$ cat src/rtl/bc_display_driver.sv
// rtl/bc_display_driver.sv - 8-digit multiplexed 7-segment driver with double-buffered frame and blink
//
// Purpose: double-buffers an 8-glyph frame supplied by game logic, scans one anode
//          per refresh tick, decodes 5-bit glyph codes to active-low segments and
//          optionally blinks the whole display.
// Ports:
//   i_clock        system clock, rising edge
//   i_reset        synchronous active-low reset
//   i_load         1-cycle strobe capturing i_glyphs into the shadow buffer
//   i_glyphs       8 x 5-bit glyph codes, [5*i +: 5] drives anode i (0 = rightmost)
//   i_blink_en     1 = blink whole display, 0 = steady
//   o_an           anode enables, active-low, at most one bit low
//   o_digit        segments {g,f,e,d,c,b,a}, active-low
//   o_frame_done   1-cycle pulse when the scan wraps from digit 7 to digit 0

module bc_display_driver #(
    parameter int REFRESH_DIV  = 100_000,
    parameter int BLINK_FRAMES = 62
) (
    input  logic        i_clock,
    input  logic        i_reset,
    input  logic        i_load,
    input  logic [39:0] i_glyphs,
    input  logic        i_blink_en,
    output logic [7:0]  o_an,
    output logic [6:0]  o_digit,
    output logic        o_frame_done
);

    localparam int PW = (REFRESH_DIV > 1) ? $clog2(REFRESH_DIV) : 1;
    localparam int FW = (BLINK_FRAMES > 1) ? $clog2(BLINK_FRAMES) : 1;
    localparam logic [PW-1:0] PRESC_LAST = PW'(REFRESH_DIV - 1);
    localparam logic [FW-1:0] FRAME_LAST = FW'(BLINK_FRAMES - 1);
    localparam logic [39:0]   ALL_BLANK  = {8{5'd16}};

    typedef enum logic {S_DARK, S_SCAN} state_t;

    state_t         r_state, w_state_next;
    logic [PW-1:0]  r_prescale, w_prescale_next;
    logic [2:0]     r_index, w_index_next;
    logic [39:0]    r_shadow, w_shadow_next;
    logic [39:0]    r_active, w_active_next;
    logic           r_pending, w_pending_next;
    logic           r_phase_on, w_phase_on_next;
    logic [FW-1:0]  r_frame_cnt, w_frame_cnt_next;
    logic           w_tick, w_boundary;
    logic [4:0]     w_glyph;
    logic [7:0]     w_an_next;
    logic [6:0]     w_digit_next;

    function automatic logic [6:0] f_decode(input logic [4:0] code);
        case (code)
            5'd0:    f_decode = 7'b1000000;
            5'd1:    f_decode = 7'b1111001;
            5'd2:    f_decode = 7'b0100100;
            5'd3:    f_decode = 7'b0110000;
            5'd4:    f_decode = 7'b0011001;
            5'd5:    f_decode = 7'b0010010;
            5'd6:    f_decode = 7'b0000010;
            5'd7:    f_decode = 7'b1111000;
            5'd8:    f_decode = 7'b0000000;
            5'd9:    f_decode = 7'b0010000;
            5'd10:   f_decode = 7'b0001000;
            5'd11:   f_decode = 7'b0000011;
            5'd12:   f_decode = 7'b1000110;
            5'd13:   f_decode = 7'b0100001;
            5'd14:   f_decode = 7'b0000110;
            5'd15:   f_decode = 7'b0001110;
            5'd17:   f_decode = 7'b0001100;  // P
            5'd18:   f_decode = 7'b0000011;  // b
            5'd19:   f_decode = 7'b1000110;  // C
            5'd20:   f_decode = 7'b0111111;  // -
            5'd21:   f_decode = 7'b1000111;  // L
            5'd22:   f_decode = 7'b0100011;  // o
            default: f_decode = 7'b1111111;  // BLANK (16, 23-31)
        endcase
    endfunction

    assign w_tick     = (r_state == S_SCAN) && (r_prescale == PRESC_LAST);
    assign w_boundary = w_tick && (r_index == 3'd7);

    // State register
    always_ff @(posedge i_clock) begin
        if (!i_reset) r_state <= S_DARK;
        else          r_state <= w_state_next;
    end

    // Next-state logic: only reset returns to DARK
    always_comb begin
        w_state_next = r_state;
        if (r_state == S_DARK && i_load) w_state_next = S_SCAN;
    end

    // Datapath next values
    always_comb begin
        w_prescale_next  = '0;
        w_index_next     = '0;
        w_shadow_next    = i_load ? i_glyphs : r_shadow;
        w_active_next    = r_active;
        w_pending_next   = r_pending;
        w_phase_on_next  = r_phase_on;
        w_frame_cnt_next = r_frame_cnt;

        if (r_state == S_DARK) begin
            // First frame skips the shadow stage so the display lights immediately
            if (i_load) begin
                w_active_next  = i_glyphs;
                w_pending_next = 1'b0;
            end
        end else begin
            w_prescale_next = w_tick ? '0 : r_prescale + 1'b1;
            w_index_next    = w_tick ? r_index + 3'd1 : r_index;
            if (w_boundary) begin
                // A load arriving on the boundary cycle itself is folded in here
                if (r_pending || i_load) w_active_next = w_shadow_next;
                w_pending_next = 1'b0;
            end else if (i_load) begin
                w_pending_next = 1'b1;
            end
        end

        if (!i_blink_en) begin
            w_phase_on_next  = 1'b1;
            w_frame_cnt_next = '0;
        end else if (w_boundary) begin
            if (r_frame_cnt == FRAME_LAST) begin
                w_frame_cnt_next = '0;
                w_phase_on_next  = ~r_phase_on;
            end else begin
                w_frame_cnt_next = r_frame_cnt + 1'b1;
            end
        end
    end

    // Output logic: computed from next-state values so the registered outputs
    // move on the same edge as the index and the committed buffer
    always_comb begin
        w_glyph      = w_active_next[5*w_index_next +: 5];
        w_an_next    = 8'hFF;
        w_digit_next = 7'h7F;
        if (w_state_next == S_SCAN) begin
            w_digit_next = f_decode(w_glyph);
            if (w_phase_on_next) w_an_next = ~(8'b1 << w_index_next);
        end
    end

    always_ff @(posedge i_clock) begin
        if (!i_reset) begin
            r_prescale   <= '0;
            r_index      <= '0;
            r_shadow     <= ALL_BLANK;
            r_active     <= ALL_BLANK;
            r_pending    <= 1'b0;
            r_phase_on   <= 1'b1;
            r_frame_cnt  <= '0;
            o_an         <= 8'hFF;
            o_digit      <= 7'h7F;
            o_frame_done <= 1'b0;
        end else begin
            r_prescale   <= w_prescale_next;
            r_index      <= w_index_next;
            r_shadow     <= w_shadow_next;
            r_active     <= w_active_next;
            r_pending    <= w_pending_next;
            r_phase_on   <= w_phase_on_next;
            r_frame_cnt  <= w_frame_cnt_next;
            o_an         <= w_an_next;
            o_digit      <= w_digit_next;
            o_frame_done <= w_boundary;
        end
    end

endmodule

$ cat config.mk
export PLATFORM = sky130hd
export DESIGN_NAME = bc_display_driver
export DESIGN_NICKNAME = d
export VERILOG_FILES = /design/src/rtl/bc_display_driver.sv
export SDC_FILE = /design/constraint.sdc
export NUM_CORES = 1
export LEC_CHECK = 0
export ABC_AREA = 1
export CELL_PAD_IN_SITES_DETAIL_PLACEMENT = 0
export CELL_PAD_IN_SITES_GLOBAL_PLACEMENT = 1
export CORE_MARGIN = 10
export CORE_UTILIZATION = 46
export CTS_BUF_LIST = sky130_fd_sc_hd__clkbuf_4 sky130_fd_sc_hd__clkbuf_8
export CTS_CLUSTER_DIAMETER = 100
export CTS_CLUSTER_SIZE = 40
export DETAILED_ROUTE_END_ITERATION = 10
export PLACE_DENSITY = 0.88
export SLEW_MARGIN = 5
export SYNTH_ARGS = -nofsm -noshare
export SYNTH_HDL_FRONTEND = slang
export SYNTH_SLANG_ARGS = --single-unit
$ cat constraint.sdc
create_clock -name i_clock -period 5.65 [get_ports i_clock]
set_input_delay 1.13 -clock i_clock [delete_from_list [all_inputs] [get_ports i_clock]]
set_output_delay 1.13 -clock i_clock [all_outputs]
set_load 0.02 [all_outputs]
== Word level (Yosys, flattened, before mapping) ==
Memory sizes are Yosys's and may differ from the RTL's. A register that Yosys moved wholly into a read port is not among the register bits.
Cells that the tools add are included.

* Bits in registers: 118
* Memory bits (read-only): 224
* Memories kept: 1

{| class="wikitable"
|+ Memories
! memory !! depth !! bits a word !! rd ports !! clocked after Yosys merged registers in !! write ports !! line !! text
|-
| (name not given) || 32 || 7 || 1 || 1 || 0 || 52 || <nowiki>case (code)</nowiki>
|}

* $add $sub $neg: 3
* Multipliers: 1
* Eq/ne operators: 3
* Shift-type cells: 2
* Multiplexer cells: 16
* Bitwise operators: 4
* Reductions and logical operators: 12

{| class="wikitable"
|+ Operators by type and width
! kind !! count
|-
| $mux W40 || 5
|-
| $shiftx A40 B7 Y5 || 1
|-
| $add A17 B1 Y17 const B || 1
|-
| $eq A17 B17 Y1 const B || 1
|-
| $mux W1 || 8
|-
| $not A8 Y8 || 1
|-
| $shl A1 B3 Y8 const A || 1
|-
| $add A6 B1 Y6 const B || 1
|-
| $eq A6 B6 Y1 const B || 1
|-
| $mul A3 B3 Y6 const A || 1
|-
| $mux W3 || 2
|-
| $mux W6 || 1
|-
| $reduce_and A2 Y1 || 3
|-
| $reduce_bool A2 Y1 || 2
|-
| $add A3 B1 Y3 const B || 1
|-
| $eq A3 B3 Y1 const B || 1
|-
| $logic_and A1 B1 Y1 || 3
|-
| $not A1 Y1 || 3
|-
| $reduce_and A3 Y1 || 1
|-
| $reduce_or A3 Y1 || 1
|-
| $logic_not A1 Y1 || 1
|-
| $logic_or A1 B1 Y1 || 1
|}

== Logic depth before layout (Yosys ltp) ==
Gate-level depths: netlist (run 1).

* Depth after elaboration: 6
* Gate-level depth with buffers: 24

== Least setup slack after synthesis (run 1) ==
Ideal clock, no wire load.

* Path kind: in2reg
* From: input port i_load
* To: register o_digit[3]
* Setup time: 0.123 ns
* Arrival: 3.048 ns
* Slack: 2.479 ns
* Cell stages on the path: 20
* Path buffers: 3
* Path through: buf_2 -> buf_2 -> buf_2 -> nand2_1 -> nand2_1 -> nor2_1 -> nand2_1 -> nand3_1 -> nand2_1 -> nand2_1 -> nand2_1 -> nor2_1 -> nand2_1 -> nand2_1 -> inv_1 -> ha_1 -> nand3_1 -> nand2_1 -> a21oi_1 -> nand3_1

* Word-level cells in the longest chain between the ends: 5

{| class="wikitable"
|+ Ends and longest elaborated chain
! what !! line !! text
|-
| from (decl) || 22 || <nowiki>input logic i_load,</nowiki>
|-
| $mux W40 or $logic_or A1 B1 Y1 (tied branches) || 98, 115 ||
|-
| $mux W40 || 115 || <nowiki>if (r_pending || i_load) w_active_next = w_shadow_next;</nowiki>
|-
| $mux W40 || 113 || <nowiki>if (w_boundary) begin</nowiki>
|-
| $mux W40 || 104 || <nowiki>if (r_state == S_DARK) begin</nowiki>
|-
| $shiftx A40 B7 Y5 || 138 || <nowiki>w_glyph = w_active_next[5*w_index_next +: 5];</nowiki>
|-
| to (decl) || 26 || <nowiki>output logic [6:0] o_digit,</nowiki>
|}

Parallel ways exist; a longest one is shown, timed or not.
A chain may end at the register's enable or synchronous reset.

== Worst setup path in the final report (run 1) ==
* From: register r_state
* To: register o_digit[4]

* Word-level cells in the longest chain between the ends: 5

{| class="wikitable"
|+ Ends and longest elaborated chain
! what !! line !! text
|-
| from (decl) || 38 || <nowiki>state_t r_state, w_state_next;</nowiki>
|-
| from (signal assigned) || 85 || <nowiki>else r_state <= w_state_next;</nowiki>
|-
| $logic_and A1 B1 Y1 or $not A1 Y1 (tied branches) || - ||
|-
| $mux W3 (tied with other cells) || 112 || <nowiki>w_index_next = w_tick ? r_index + 3'd1 : r_index;</nowiki>
|-
| $mux W3 (tied with other cells) || 104 ||
|-
| $mul A3 B3 Y6 (tied with other cells) || 138 ||
|-
| $shiftx A40 B7 Y5 or $logic_not A1 Y1 (tied branches) || - ||
|}

Parallel ways exist; a longest one is shown, timed or not.

==> results.toml, run 1 <==
[placed_design]
portBuffers = 59
routabilityCongestion = 0.8124
dp_hpwl_mm = 12.48

[floorplanning]
ios = 60
start_util_pct = 46.69
die_area_um2 = 19940
die_x_um = 141.2
core_um2 = 14480
die_h_um = 141.2
rows = 44

[cts]
clock_latency_ps = 450
clock_path_buffers = 2
cts_root_buf = "clkbuf_8"
post_cts_buffers = 0
cts_hold_buffers = 0
clk_pin_slew_worst_paths_ps = 70
h-tree-depth = 4
cts_resized = 0
cts_tree = "done"
numCtsBuffers = 17
clock-sinks = 125

[global_route]
grt_pass1_wl_mm = 30.18
met1_usage_pct = 22.89
grt-busiest-layer = "met2"
global_route.usage.met2_pct = 30.57
track_usage_pct = 18.30
antenna_found_initial = 0
grt_pass1_vias = 6174
use_met3_pct = 4.400
grt_max_degree = 40
overflow = 0

[synthesis]
synth_common_cells = "306 x nand2_1, 125 x dfxtp_1, 113 x inv_1"
yosysTopAreaCell = "dfxtp_1"
netlist.area_leader.share_pct = 37.02
synthCells = 1023
yosysUniqueCellTypes = 35
synth_area_leaders = "dfxtp_1 37%, nand2_1 17%, nand3_1 7.7%, a21oi_1 6.7%, inv_1 6.3%"
ys_seq_elements = 125
syn_area_per_cell_um2 = 6.608
ys_dominant_reg_cell = "dfxtp_1"
yosysSeqAreaShare_pct = 37.02
netlist_area_um2 = 6760
yosysWarnings = 0
synthArstFlopShare_pct = 0
synth.most_common_cell = "nand2_1"
synth.net_count = 1079
synth_edf_count = 0

[sta]
worst_pin_slew_ps = 991.2
fmax_ghz = 0.2626
skew_ps = 13.54
fin_crit_sh_pct = 67.39
setup_viol = 0
final.setup.tns_ps = 0
min_period_ps = 3807
relSlewSlack_pct = 33.85
slew_viol_final = 0
rsz0062_at_grt = "no"
finalHoldViolCount = 0
hold_ws_ps = 457.0

[layout]
nFillCells = 1488
nets = 1120
syn_to_final_growth_pct = 16.19
diodes = 0
drive_above_1_share_pct = 9.378

[power_and_ir_drop]
p_leak_nw = 3.695
clkPwrFrac_pct = 42.4
power.share.sequential_pct = 43.6
powerDensity_nw_per_um2 = 275.0
vdd_drop_max_v = 0.0001543
power.internal_mw = 1.576
p_sw_share_pct = 27.01
p_comb_share_pct = 14.0
p_sw_mw = 0.5833

[setup_path]
timing.critical_path.mode_cell = "nand2_1"
crit_arrival_ps = 4140
worst_setup_path_end_kind = "flip-flop"
critPathTopFamily = "simple AND/OR/NAND/NOR gates"
slowest_stage = "dfxtp_2"
worst-setup-path-type = "reg -> reg"
cp_num_buf_inv = 2
cp_cell_sequence = "nand2_4 > nor2_4 > nand3_2 > nor2_4 > nand3_4 > a21oi_1 > nand2_1 > nand2_1 > nand2_1 > nand2_1 > inv_1 > nand2_1 > nand2_1 > ha_1 > inv_1 > nand2_1 > nand3_1 > nand2_1 > nand3_1"
slowest_delay_ps = 800
cp-start-kind = "flip-flop"
crit_required_ps = 5980
worstPathMaxFanout = 34

[run_status]
status = "complete, no violations"

[route]
wl_mm = 17.94
first_pass_iters = 6
drt_iter0_markers = 405
ant_nets = 0
vias = 6429
drc_errors = 0
via_per_inst = 5.098
routedWlPerCell_um = 14.23

[flow_run]
maxCapViolCount = 0

[min_path]
hp-class = "reg -> reg"
-- state kept, by name (all words and copies together), names as in the netlist --
| signal | flops |
|---|---|
| r_phase_on | 1 |
| r_active | 40 |
| o_digit | 7 |
| r_frame_cnt | 6 |
| r_pending | 1 |
| r_state | 1 |
| r_shadow | 40 |
| o_frame_done | 1 |
| o_an | 8 |
| r_prescale | 17 |
| r_index | 3 |
-- cell families (layout without fill, tap and decap cells) --
kind of cell / Yosys count / count (layout) / share of synthesized area (%)
simple gates: 572 / 572 / 37.96
buf+inv: 174 / 228 / 11.11
compound gates: 135 / 135 / 11.05
flops: 125 / 125 / 37.02
fa+ha+maj: 12 / 12 / 2.221
xor+xnor: 5 / 5 / 0.6478
-- placed cells by master (no fill, tap or decap), types with 2 or more instances in the layout --
cell / n
nand2_1: 306
dfxtp_1: 124
inv_1: 113
nand3_1: 104
a21oi_1: 90
nor2_1: 86
clkdlybuf4s50_1: 58
nand4_1: 23
clkbuf_8: 18
a22oi_1: 15
o21ai_0: 12
ha_1: 12
buf_4: 12
inv_2: 11
nor2_4: 10
nand2_2: 10
nor2_2: 9
nor3_1: 9
a21boi_0: 6
o22ai_1: 6
or2_2: 5
bufinv_16: 5
nand2_4: 4
xor2_1: 4
clkinv_4: 4
nand3_4: 3
clkinv_2: 3
nand3_2: 2
o21ai_1: 2
-- worst reg2reg max path, stage by stage, from the launching register on --
cell	delay (ps)
dfxtp_2	800
nand2_4	100
nor2_4	140
nand3_2	80
nor2_4	500
nand3_4	550
a21oi_1	270
nand2_1	90
nand2_1	70
nand2_1	60
nand2_1	120
inv_1	50
nand2_1	50
nand2_1	130
ha_1	330
inv_1	60
nand2_1	80
nand3_1	70
nand2_1	70
nand3_1	70
-- per-stage QoR --
| step | total power, mW | area, um^2 | utilization [%] | setup WS (ps) | cells |
|---|---|---|---|---|---|
| finish | 2.160 | 7855 | 54.25 | 1843 | 1261 |
| global route | 2.264 | 7855 | 54.25 | 1487 | 1261 |
| CTS | 2.179 | 7855 | 54.25 | 1829 | 1261 |
| detailed placement | 1.262 | 7391 | 51.05 | 1414 | 1229 |
| global placement | 1.263 | 7391 | 51.05 | 1453 | 1229 |
| floorplan | 1.165 | 6760 | - | 2479 | 1023 |
-- routing by layer --
layer,part of all wire [%],up-vias
li1,-,3345
met1,46,2920
met2,48,146
met3,5.2,18
met4,0.85,0
met5,0,-
-- area by class of cell --
| class | instances | area (um^2) | area share (%) |
|---|---|---|---|
| clock buffer | 18 | 247.7 | 3.154 |
| timing repair buffer | 71 | 675.6 | 8.601 |
| tap | 184 | 230.2 | 2.931 |
| sequential | 125 | 2504 | 31.87 |
| clock inverter | 14 | 216.5 | 2.756 |
| inverter | 125 | 471.7 | 6.005 |
| multi-input combinational | 724 | 3510 | 44.68 |
-- final timing paths --
check                      from             to  slack [ps]  depth (start not counted)
hold reg to reg   r_prescale[0]  r_prescale[0]         460                          1
hold / removal    r_prescale[0]  r_prescale[0]         460                          1
setup / recovery        r_state     o_digit[4]        1840                         19
setup reg to reg        r_state     o_digit[4]        1840                         19
-- power by group through the flow --
stage	sequential (mW)	clock, mW	combinational, mW
after floorplan	0.962	0	0.203
after global placement	0.962	0	0.301
after detailed placement	0.962	0	0.300
after CTS	0.942	0.936	0.301
after global routing	0.946	0.977	0.340
final	0.942	0.916	0.301
Note: power is estimated with default switching activity, not from simulation.
==> run 2, diff against run 1 <==
--- a/config.mk
+++ b/config.mk
@@ -9,12 +9,12 @@
 export CELL_PAD_IN_SITES_DETAIL_PLACEMENT = 0
 export CELL_PAD_IN_SITES_GLOBAL_PLACEMENT = 1
 export CORE_MARGIN = 10
-export CORE_UTILIZATION = 46
+export CORE_UTILIZATION = 39
 export CTS_BUF_LIST = sky130_fd_sc_hd__clkbuf_4 sky130_fd_sc_hd__clkbuf_8
 export CTS_CLUSTER_DIAMETER = 100
 export CTS_CLUSTER_SIZE = 40
 export DETAILED_ROUTE_END_ITERATION = 10
-export PLACE_DENSITY = 0.88
+export PLACE_DENSITY = 0.79
 export SLEW_MARGIN = 5
 export SYNTH_ARGS = -nofsm -noshare
 export SYNTH_HDL_FRONTEND = slang
==> constraint.sdc (replaced) <==
create_clock -name i_clock -period 3.43 [get_ports i_clock]
set_input_delay 0.686 -clock i_clock [delete_from_list [all_inputs] [get_ports i_clock]]
set_output_delay 0.686 -clock i_clock [all_outputs]
set_load 0.02 [all_outputs]
==> results.toml, run 2 (synthesized netlist as in run 1, its figures left out) <==
[floorplanning]
die_area_um2 = 23000
die_h_um = 151.7
core_um2 = 17120
ios = 60
start_util_pct = 39.50
die_x_um = 151.7
rows = 48

[sta]
fin_crit_sh_pct = 88.26
relSlewSlack_pct = 46.31
final.setup.tns_ps = 0
skew_ps = 16.56
slew_viol_final = 0
setup_viol = 0
min_period_ps = 3027
worst_pin_slew_ps = 804.5
rsz0062_at_grt = "no"
fmax_ghz = 0.3303
finalHoldViolCount = 0

[layout]
top_regs = "r_active x40, r_shadow x40, r_prescale x17"
nets = 1138
nFillCells = 1816
instances_no_fill = 1320
layout_commonest_cell = "nand2_1"
syn_to_final_growth_pct = 18.01
final_cell_mix = "305 x nand2_1, 124 x dfxtp_1, 113 x inv_1, 104 x nand3_1, 90 x a21oi_1"
drive_above_1_share_pct = 10.96
diodes = 0

[route]
vias = 6556
wl_mm = 19.07
via_per_inst = 4.967
routedWlPerCell_um = 14.44
first_pass_iters = 5
ant_nets = 0
drc_errors = 0
drt_iter0_markers = 457

[global_route]
grt_max_degree = 57
track_usage_pct = 16.86
grt_pass1_vias = 5981
antenna_found_initial = 0
overflow = 0
grt_pass1_wl_mm = 30.77

[placed_design]
portBuffers = 59
dp_hpwl_mm = 13.83
routabilityCongestion = 0.8395
dp.cells = 1288

[cts]
clock_path_buffers = 2
clk_pin_slew_worst_paths_ps = 80
clock-sinks = 125
numCtsBuffers = 17
cts_tree = "done"
cts_hold_buffers = 0
cts_root_buf = "clkbuf_8"
clock_latency_ps = 460
h-tree-depth = 4

[setup_path]
worst-setup-path-type = "reg -> reg"
cp-start-kind = "flip-flop"
critPathTopFamily = "simple AND/OR/NAND/NOR gates"
cp_num_buf_inv = 3
worst_setup_path_end_kind = "flip-flop"
worstPathMaxFanout = 10
timing.critical_path.mode_cell = "nand2_1"
slowest_delay_ps = 360
cp_cell_sequence = "ha_1 > nand2_1 > nor2_2 > inv_1 > nor2_2 > nand2_2 > nand2_2 > nand3_4 > nor2_4 > nand2_1 > nand2_1 > inv_1 > nand2_1 > nand2_1 > ha_1 > inv_1 > nand2_1 > nand3_1 > nand2_1 > nand3_1"
crit_arrival_ps = 3340
crit_required_ps = 3740
slowest_stage = "nor2_4"

[power_and_ir_drop]
p_leak_nw = 3.744
p_sw_mw = 0.9756
p_comb_share_pct = 15.3
p_sw_share_pct = 29.17
clkPwrFrac_pct = 38.5
power.share.sequential_pct = 46.2
vdd_drop_max_v = 0.0002245
powerDensity_nw_per_um2 = 419.2
power.internal_mw = 2.369

[min_path]
hp-class = "reg -> reg"

[flow_run]
maxCapViolCount = 0

[run_status]
status = "complete, no violations"
## run 2: cell count changes in the layout (fill, tap and decap cells not counted)
cell        previous run  this run
nand2_2               10        11
clkinvlp_4             1         3
clkbuf_4               0         1
nor2_4                10        12
clkinv_2               3         4
nand2_1              306       305
clkbuf_8              18        17
nor2_2                 9         7
buf_4                 12        30
bufinv_16              5         2
## run 2: metal layers
metal | track usage (%) | vias up | part of all wire (%)
li1 | - | 3387 | -
met1 | 23.09 | 3007 | 49
met2 | 26.35 | 145 | 46
met3 | 3.713 | 17 | 4.9
met4 | 4.099 | 0 | 0.93
met5 | 0 | - | 0
## run 2: layout make-up
cell class	count	area [um^2]	share of cell area (%)
clock inverter	14	146.4	1.835
inverter	125	471.7	5.913
clock buffer	18	241.5	3.027
timing repair buffer	89	810.8	10.16
sequential	125	2504	31.38
tap	225	281.5	3.529
multi-input combinational	724	3522	44.15
## run 2: worst paths after layout
path            startpoint             to  slack, ps  depth (start not counted)
max          r_prescale[0]     o_digit[4]        400                         20
min          r_prescale[0]  r_prescale[0]        450                          1
max reg2reg  r_prescale[0]     o_digit[4]        400                         20
min reg2reg  r_prescale[0]  r_prescale[0]        450                          1
## run 2: metrics by stage
stage / setup slack [ps] / instance area (um^2) / util [%] / hold WS [ps] / power, mW
2_1_floorplan: 702.8 / 6760 / - / 417.5 / 1.919
3_3_place_gp: 303.3 / 7577 / 44.27 / 430.1 / 2.089
3_5_place_dp: 337.0 / 7577 / 44.27 / 438.4 / 2.088
4_1_cts: 361.1 / 7965 / 46.54 / 449.3 / 3.378
5_1_grt: 61.09 / 7978 / 46.61 / 475.6 / 3.518
6_report: 402.6 / 7978 / 46.61 / 449.7 / 3.344
## run 2: power by group through the flow
stage / Sequential, mW / Combinational [mW] / Clock, mW
6_report: 1.54 / 0.513 / 1.29
5_1_grt: 1.55 / 0.580 / 1.39
4_1_cts: 1.54 / 0.513 / 1.32
3_5_place_dp: 1.58 / 0.511 / 0
3_3_place_gp: 1.58 / 0.514 / 0
2_1_floorplan: 1.58 / 0.334 / 0
## run 2: what timing repair did
action,CTS,global route
endpoints found under the setup margin,0,3
setup buffers,0,0
gates resized for setup,0,3
==> run 3, diff against run 2 <==
--- a/config.mk
+++ b/config.mk
@@ -8,6 +8,7 @@
 export ABC_AREA = 1
 export CELL_PAD_IN_SITES_DETAIL_PLACEMENT = 0
 export CELL_PAD_IN_SITES_GLOBAL_PLACEMENT = 1
+export CORE_ASPECT_RATIO = 0.6
 export CORE_MARGIN = 10
 export CORE_UTILIZATION = 39
 export CTS_BUF_LIST = sky130_fd_sc_hd__clkbuf_4 sky130_fd_sc_hd__clkbuf_8
==> results.toml, run 3 (synthesized netlist as in run 1, its figures left out) <==
[floorplanning]
die_area_um2 = 23170
core_um2 = 17080
rows = 37
die_x_um = 190.0
start_util_pct = 39.57
die_h_um = 122.0
ios = 60

[global_route]
track_usage_pct = 17.49
grt_pass1_vias = 6308
grt_max_degree = 55
grt_pass1_wl_mm = 32.81
antenna_found_initial = 0
overflow = 0

[layout]
layout_commonest_cell = "nand2_1"
nFillCells = 1784
ff_latch_area_um2 = 2504
utilization_pct = 46.92
final_cell_area_um2 = 8015
multi_input_area_um2 = 3515
diodes = 0
drive_above_1_share_pct = 11.05
top_regs = "r_active x40, r_shadow x40, r_prescale x17"
final_cell_mix = "305 x nand2_1, 124 x dfxtp_1, 113 x inv_1, 104 x nand3_1, 90 x a21oi_1"
nets = 1139
syn_to_final_growth_pct = 18.56

[sta]
fmax_ghz = 0.3257
finalHoldViolCount = 0
skew_ps = 14.87
fin_crit_sh_pct = 89.52
slew_viol_final = 0
min_period_ps = 3070
rsz0062_at_grt = "no"
final.setup.tns_ps = 0
relSlewSlack_pct = 53.19
worst_pin_slew_ps = 701.3
setup_viol = 0

[power_and_ir_drop]
powerDensity_nw_per_um2 = 428.7
vdd_drop_max_v = 0.0002004
p_leak_nw = 3.762

[setup_path]
crit_required_ps = 3750
cp_cell_sequence = "ha_1 > ha_2 > inv_1 > nor3_1 > buf_4 > nand2_1 > nand3_1 > nand2_1 > nand2_1 > nand2_1 > nor2_1 > nand2_1 > nand2_2 > inv_1 > ha_1 > nand3_1 > nand2_1 > a21oi_1 > nand3_1"
slowest_delay_ps = 370
cp-start-kind = "flip-flop"
timing.critical_path.mode_cell = "nand2_1"
slowest_stage = "dfxtp_1"
worst-setup-path-type = "reg -> reg"
crit_arrival_ps = 3390
worst_setup_path_end_kind = "flip-flop"
worstPathMaxFanout = 7

[cts]
cts_tree = "done"
clock_latency_ps = 440
clk_pin_slew_worst_paths_ps = 80
h-tree-depth = 4
clock_path_buffers = 2
numCtsBuffers = 17
clock-sinks = 125
cts_root_buf = "clkbuf_8"

[route]
first_pass_iters = 5
vias = 6486
via_per_inst = 4.880
drc_errors = 0
routedWlPerCell_um = 14.77
ant_nets = 0
wl_mm = 19.62
drt_iter0_markers = 652

[min_path]
hp-class = "reg -> reg"

[placed_design]
portBuffers = 59
post_dp_cell_area_um2 = 7596
dp_hpwl_mm = 14.24
routabilityCongestion = 0.8825

[flow_run]
maxCapViolCount = 0

[run_status]
status = "complete, no violations"
run 3: area by class of cell:
| class | count | share of cell area [%] |
|---|---|---|
| multi-input combinational | 724 | 43.85 |
| sequential | 125 | 31.24 |
| timing repair buffer | 90 | 10.21 |
| inverter | 125 | 5.916 |
| tap | 234 | 3.653 |
| clock buffer | 20 | 3.356 |
| clock inverter | 11 | 1.780 |
run 3: what timing repair did:
item / in CTS / in global routing
setup buffers: 0 / 0
hold buffers: 0 / 0
resized for setup: 0 / 3
endpoints found under the setup margin: 0 / 6
run 3: power by group:
part / total, mW / leakage [nW] / switching [mW] / internal (mW)
clock: 1.38 / 0.208 / 0.617 / 0.759
combinational: 0.516 / 2.53 / 0.320 / 0.196
sequential: 1.54 / 1.03 / 0.0238 / 1.52
total: 3.44 / 3.76 / 0.961 / 2.48
run 3: path summary, 6_finish.rpt:
check	start	endpoint	slack, ps	depth (start not counted)
worst min-delay path	r_prescale[0]	r_prescale[0]	450	1
worst max register to register	r_index[0]	o_digit[3]	360	19
worst max-delay path	r_index[0]	o_digit[3]	360	19
worst min register to register	r_prescale[0]	r_prescale[0]	450	1
run 3: per-layer routing:
layer,vias to the layer above,global-route usage [%],share of wire (%)
li1,3383,-,-
met1,2914,25.37,54
met2,175,25.68,40
met3,14,3.682,5.4
met4,0,4.393,0.77
met5,-,0,0
run 3: stage by stage:
step | setup slack, ps | hold slack [ps] | instances | power (mW)
final | 359.5 | 448.0 | 1329 | 3.436
after global routing | 16.98 | 490.3 | 1329 | 3.605
after CTS | 193.6 | 458.2 | 1329 | 3.455
after detailed placement | 95.61 | 441.2 | 1298 | 2.087
after global placement | 45.45 | 431.1 | 1298 | 2.092
after floorplan | 702.8 | 417.5 | 1023 | 1.919
run 3: worst max-delay path: cells and delay by family, from the launching register on:
family                   cells  cell delay, ps
AND/OR/NAND/NOR             12            1350
adder cells (fa/ha/maj)      3             700
buffers and inverters        3             390
flip-flops                   1             370
AO/OA/AOI/OAI                1             150
